## config.mk

```make
export PLATFORM = sky130hd
export DESIGN_NAME = input_conditioner
export DESIGN_NICKNAME = d
export VERILOG_FILES = /design/src/rtl/input_conditioner_pkg.sv /design/src/rtl/input_conditioner_chan.sv /design/src/rtl/input_conditioner.sv
export SDC_FILE = /design/constraint.sdc
export NUM_CORES = 1
export LEC_CHECK = 0
export CAP_MARGIN = 5
export CORE_MARGIN = 2
export CORE_UTILIZATION = 45
export DETAILED_ROUTE_END_ITERATION = 8
export PLACE_DENSITY = 0.74
export SYNTH_ARGS = -nofsm -noshare
export SYNTH_HDL_FRONTEND = slang
export SYNTH_SLANG_ARGS = --single-unit
```

## constraint.sdc

```tcl
create_clock -name clk -period 1.59 [get_ports clk]
set_input_delay 0.2385 -clock clk [delete_from_list [all_inputs] [get_ports clk]]
set_output_delay 0.2385 -clock clk [all_outputs]
set_load 0.02 [all_outputs]
```

## src/rtl/input_conditioner_pkg.sv

```systemverilog
// Shared constants and helpers for the input conditioner.
package input_conditioner_pkg;

  localparam int STAGES_DEF     = 3;
  localparam int FILTER_LEN_DEF = 4;
  localparam int STAGES_MIN     = 2;

  // Width of a counter that must hold values 0..filter_len without wrapping
  function automatic int cnt_width(input int filter_len);
    return $clog2(filter_len + 1);
  endfunction

endpackage

```

## src/rtl/input_conditioner_chan.sv

```systemverilog
// One input channel: synchronizer chain, optional glitch filter, edge pulses.
// The glitch filter is built only when INPUT_CONDITIONER_FILTER_EN is defined;
// otherwise the output follows the synchronizer one cycle later.
module input_conditioner_chan
  import input_conditioner_pkg::*;
#(
  parameter int STAGES     = STAGES_DEF,
  parameter int FILTER_LEN = FILTER_LEN_DEF
) (
  input  logic clk,
  input  logic rst,
  input  logic din,
  output logic dout,
  output logic rise,
  output logic fall
);

  if (STAGES < STAGES_MIN || FILTER_LEN < 1) begin : g_bad_params
    $error("input_conditioner_chan: STAGES must be >= 2 and FILTER_LEN >= 1");
  end

  logic [STAGES-1:0] sync_p0;
  logic              sync;
  logic              accept;

  assign sync = sync_p0[STAGES-1];

  // Synchronizer chain; bit 0 is the metastability-exposed flop
  always_ff @(posedge clk or posedge rst) begin
    if (rst) sync_p0 <= '0;
    else     sync_p0 <= {sync_p0[STAGES-2:0], din};
  end

`ifdef INPUT_CONDITIONER_FILTER_EN
  localparam int               CNT_W    = cnt_width(FILTER_LEN);
  localparam logic [CNT_W-1:0] CNT_LAST = CNT_W'(FILTER_LEN - 1);

  logic [CNT_W-1:0] cnt_p1;

  // A change is accepted on the FILTER_LEN-th consecutive disagreeing sample
  assign accept = (sync != dout) && (cnt_p1 == CNT_LAST);

  // Run length of disagreeing samples; restarts on agreement or acceptance
  always_ff @(posedge clk or posedge rst) begin
    if (rst)                          cnt_p1 <= '0;
    else if ((sync != dout) && !accept) cnt_p1 <= cnt_p1 + 1'b1;
    else                              cnt_p1 <= '0;
  end
`else
  assign accept = (sync != dout);
`endif

  // Filtered level plus one-cycle pulses aligned with the new level
  always_ff @(posedge clk or posedge rst) begin
    if (rst) begin
      dout <= 1'b0;
      rise <= 1'b0;
      fall <= 1'b0;
    end else begin
      if (accept) dout <= sync;
      rise <= accept & sync;
      fall <= accept & ~sync;
    end
  end

endmodule

```

## src/rtl/input_conditioner.sv

```systemverilog
// Input conditioner: WIDTH synchronized, filtered channels plus a one-deep
// event snapshot register with sticky overflow.
// Define INPUT_CONDITIONER_FILTER_EN to build the per-channel glitch filter.
module input_conditioner
  import input_conditioner_pkg::*;
#(
  parameter int WIDTH      = 8,
  parameter int STAGES     = STAGES_DEF,
  parameter int FILTER_LEN = FILTER_LEN_DEF
) (
  input  logic             clk,
  input  logic             rst,
  input  logic [WIDTH-1:0] dat_in,
  output logic [WIDTH-1:0] dat_out,
  output logic [WIDTH-1:0] rise,
  output logic [WIDTH-1:0] fall,
  output logic             evt_valid,
  input  logic             evt_ready,
  output logic [WIDTH-1:0] evt_data,
  output logic             evt_ovf,
  input  logic             ovf_clr
);

  logic evt;

  for (genvar i = 0; i < WIDTH; i++) begin : g_chan
    input_conditioner_chan #(
      .STAGES     (STAGES),
      .FILTER_LEN (FILTER_LEN)
    ) u_chan (
      .clk  (clk),
      .rst  (rst),
      .din  (dat_in[i]),
      .dout (dat_out[i]),
      .rise (rise[i]),
      .fall (fall[i])
    );
  end

  assign evt = |(rise | fall);

  // Snapshot register: load when empty or being popped, flag loss otherwise
  always_ff @(posedge clk or posedge rst) begin
    if (rst) begin
      evt_valid <= 1'b0;
      evt_data  <= '0;
      evt_ovf   <= 1'b0;
    end else begin
      if (evt) begin
        if (!evt_valid || evt_ready) begin
          evt_valid <= 1'b1;
          evt_data  <= dat_out;
        end
      end else if (evt_ready) begin
        evt_valid <= 1'b0;
      end
      if (evt && evt_valid && !evt_ready) evt_ovf <= 1'b1;
      else if (ovf_clr)                   evt_ovf <= 1'b0;
    end
  end

endmodule
```

Yosys cells after proc, flatten, opt, wreduce, memory -nomap -nowiden:

Cells that the tools add are included.

* register bits: 58
* bits of input ports: 12
* output and inout port bits: 34
* logic and storage cells: 84

* equality and inequality tests: 9
* multiplexer cells: 5
* bitwise logic cells: 25
* reduce and logical (&&, ||, !) cells: 10

Operator list (number)
* 1-bit bitwise AND: 16
* 1-bit != test: 8
* 1-bit inverter: 8
* 8-bit OR: 1
* 8-bit OR reduction: 1
* 1-bit two-way mux: 5
* 2-bit AND reduction: 2
* 2-bit nonzero test: 2
* 1-bit logical AND: 2
* 1-bit logical NOT: 2
* 2-bit by 1-bit != test with 1-bit output (second input constant): 1
* 1-bit logical OR: 1

Depth between registers and ports, before layout:

* word-level depth: 5
* depth in mapped cells: 4
* depth with buffers taken out: 4

By module:

From an unflattened synthesis, not the netlist that was laid out.

* cell total of the unflattened synthesis: 126
* area, all modules: 2134.5 um^2

Modules (own cells, without submodules)
* input_conditioner_chan: instances 8, cells an instance 12, area each 201.4 um^2, seq. area each 150.1 um^2
* input_conditioner: instances 1, cells an instance 30, area each 523.0 um^2, seq. area each 250.2 um^2

Worst setup path before layout:

Ideal clock, no wire load.

* path type: reg-to-reg
* from: register g_chan[3].u_chan.rise
* to: register evt_data[0]
* library setup time: 0.125 ns
* arrival: 1.314 ns
* data required time: 1.465 ns
* slack: 0.150 ns
* cell stages (with the launch flop): 4
* path buffers: 0
* clock period less this slack: 1.440 ns
* cell sequence: dfrtp_1 nor4_4 a41oi_4 mux2_4

* cells in the longest elaborated chain, start to end: 3

Ends and longest elaborated chain
* from (decl): RTL line input_conditioner_chan.sv:14 `output logic rise,`
* from (signal assigned): RTL line input_conditioner_chan.sv:61 `rise <= accept & sync;`
* 8-bit OR: RTL line input_conditioner.sv:40 `assign evt = |(rise | fall);`
* 8-bit OR reduction: RTL line input_conditioner.sv:40
* 2-bit AND reduction (no source line)
* to (signal assigned): RTL line input_conditioner.sv:52 `evt_data <= dat_out;`
* to (decl): RTL line input_conditioner.sv:19 `output logic [WIDTH-1:0] evt_data,`

No other way between the ends.
A chain may end at the register's enable or synchronous reset.

Worst setup path after layout:

* from: register evt_data[3]
* to: output evt_data[3]

No word-level cell between the ends.

==> impl_metrics.py <==
metrics = {
    "cts": {
        "cts_setup_buffers": 0,
        "clockBufferDepth": 2,
        "ctsRootBufferMaster": "clkbuf_8",
        "numCtsBuffers": 9,
        "clk_latency_ps": 320,
        "cts.sinks": 58,
        "cts_tree": "built",
        "cts_max_level": 3,
        "cts.reportedPaths.clkPinSlew_ps": 70,
    },
    "cells_and_area": {
        "diodes": 0,
        "final_area_um2": 2790,
        "drive_above_1_share": 0.169,
        "fin_util": 0.587,
        "seqCellArea_um2": 1450,
        "nFillCells": 390,
        "layout.nets": 213,
        "multi_input_area_um2": 536,
        "areaGrowthSynthToFinish_pct": 25.0,
    },
    "detailed_routing": {
        "drtAntennaViolNets": 0,
        "drtIter0Drc": 64,
        "drc_errors": 0,
        "wirelength_mm": 3.28,
        "drt_pass1_iterations": 4,
        "vias": 1097,
        "vias_per_cell": 4.29,
        "wl_per_cell_um": 12.8,
    },
    "setup_path": {
        "crit_path_start_kind": "register",
        "critPathKind": "reg -> out",
        "crit_path_max_fanout": 2,
        "cp_slowest_cell": "clkdlybuf4s50_1",
        "reg2regPathDepth": 4,
        "cp-end-kind": "primary output",
        "cp.buffers_inverters": 1,
        "crit_path_max_incr_delay_ps": 610,
        "cp.required_ps": 1350,
        "path_cells": "clkdlybuf4s50_1",
        "critical_path_depth": 1,
        "cp_data_arrival_time_ps": 1310,
        "path_delay_family": "buffers and inverters",
    },
    "global_route": {
        "antenna_found_initial": 0,
        "grt_max_degree": 59,
        "grtUsageTotal": 0.140,
        "grt_pass1_wl_mm": 5.48,
        "overflow": 0,
        "grt_pass1_vias": 1145,
    },
    "synthesis": {
        "synth_most_common_cell": "dfrtp_1",
        "synth_common_cells": "dfrtp_1, buf_4, inv_1",
        "yosys.area.top_type_share": 0.649,
        "synth-warning-count": 0,
        "synth-main-ff-cell": "dfrtp_1",
        "syn_avg_cell_area_um2": 14.9,
        "post-synth-top-area-cell": "dfrtp_1",
        "synth_nets": 178,
        "synthTopCellsByArea": "dfrtp_1, ha_1, buf_4",
        "synthDistinctLibCells": 13,
        "synth-seq-cells": 58,
        "netlist_area_um2": 2230,
        "ys_seq_area_frac": 0.649,
        "syn_inst": 150,
        "async_flop_share": 1.00,
        "synth-edff-count": 0,
    },
    "floorplan": {
        "rows": 25,
        "die_h_um": 74.5,
        "initial_core_util": 0.470,
        "die-area_um2": 5550,
        "die_w_um": 74.5,
        "core_um2": 4750,
        "io_pins": 46,
    },
    "timing": {
        "slew_headroom": 0.794,
        "rsz0062_at_grt": "no",
        "drv_slew": 0,
        "worst_pin_slew_ps": 306,
        "period_share": 0.974,
        "hold_violations": 0,
        "finalSetupViolations": 0,
        "min_period_ps": 1550,
        "fin_tns_setup_ps": 0,
        "clock_skew_ps": 8.82,
        "max_freq_ghz": 0.646,
    },
    "job": {
        "maxCapViolCount": 0,
    },
    "outcome": {
        "outcome": "complete, no violations",
    },
    "placement": {
        "gp_congestion": 0.782,
        "dpl-instance-area_um2": 2630,
        "port_buffers": 45,
        "dp_hpwl_mm": 2.36,
    },
    "pwr": {
        "irDropWorstVdd_uv": 751,
        "power.density_nw_per_um2": 1740,
        "power.leakage_nw": 1.47,
        "finalPower_mw": 4.87,
    },
    "hold_path": {
        "min_path_type": "in -> async",
    },
}
==> area by class of cell <==
| cell class | count | area share |
|---|---|---|
| Sequential cell | 58 | 0.520 |
| Multi-Input combinational cell | 50 | 0.192 |
| Timing Repair Buffer | 48 | 0.172 |
| Clock buffer | 12 | 0.0556 |
| Tap cell | 67 | 0.0300 |
| Inverter | 18 | 0.0255 |
| Clock inverter | 3 | 0.00538 |
==> routing by layer <==
| metal | wire, µm | global-route usage |
|---|---|---|
| met1 | 1410 | 0.178 |
| met2 | 1650 | 0.200 |
| met3 | 157 | 0.0488 |
| met4 | 67 | 0.101 |
| met5 | 0 | 0 |
==> cells by family (layout without fill, tap and decap cells) <==
group / after synthesis / in the layout / share of synthesized area
flip-flops: 58 / 58 / 0.649
buffers and inverters: 42 / 81 / 0.111
adder cells (fa/ha/maj): 16 / 16 / 0.0896
AND/OR/NAND/NOR: 16 / 16 / 0.0633
AO/OA/AOI/OAI: 10 / 10 / 0.0330
multiplexers: 8 / 8 / 0.0538
==> metrics by stage <==
stage               setup WS [ps]  hold slack, ps  instances
global placement             32.5             332        241
finish                       41.5             340        256
global route                 1.02             336        256
floorplan                     150             270        150
CTS                          3.30             331        256
detailed placement           23.7             336        241
==> where the power goes <==
| part | switching [mW] | total (mW) | internal [mW] |
|---|---|---|---|
| clock network | 0.521 | 1.15 | 0.633 |
| registers | 0.334 | 2.16 | 1.83 |
| logic | 0.809 | 1.56 | 0.750 |
==> worst paths after layout <==
kind	from	end	slack, ps
worst max-delay path	evt_data[3]	evt_data[3]	40
worst min-delay path	rst	g_chan[3].u_chan.fall	340
worst max register to register	g_chan[6].u_chan.fall	evt_data[3]	70
worst min register to register	g_chan[4].u_chan.sync_p0[1]	g_chan[4].u_chan.sync_p0[2]	350
max in group asynchronous	rst	evt_ovf	1020
min in group clk	g_chan[4].u_chan.sync_p0[1]	g_chan[4].u_chan.sync_p0[2]	350
==> registers in the layout (all words and copies together) (netlist names) <==
register and count:
g_chan.u_chan.rise 8, evt_valid 1, evt_ovf 1, g_chan.u_chan.dout 8, g_chan.u_chan.fall 8, g_chan.u_chan.sync_p0 24, evt_data 8
==> cells in the final DEF (no fill, tap or decap) <==
cell | netlist | routed
dfrtp_1 | 58 | 58
dlygate4sd2_1 | 0 | 20
inv_1 | 18 | 17
clkdlybuf4s50_1 | 0 | 17
ha_1 | 16 | 16
clkbuf_8 | 0 | 11
nand2_1 | 9 | 9
mux2_4 | 8 | 8
o21ai_0 | 8 | 8
dlymetal6s2s_1 | 0 | 8
nor4_4 | 4 | 4
clkinv_2 | 0 | 3
buf_4 | 24 | 2
nor2b_1 | 1 | 1
a41oi_4 | 1 | 1
clkinvlp_4 | 0 | 1
and4_2 | 1 | 1
nand2b_1 | 1 | 1
o22ai_1 | 1 | 1
clkbuf_1 | 0 | 1
buf_12 | 0 | 1
==> timing repair <==
item,in CTS,in global routing
hold buffers,0,0
gates cloned,0,0
setup endpoints to repair,20,8
endpoints found under the hold margin,0,0
resized for setup,20,8
Power figures use the tool's default switching activity.
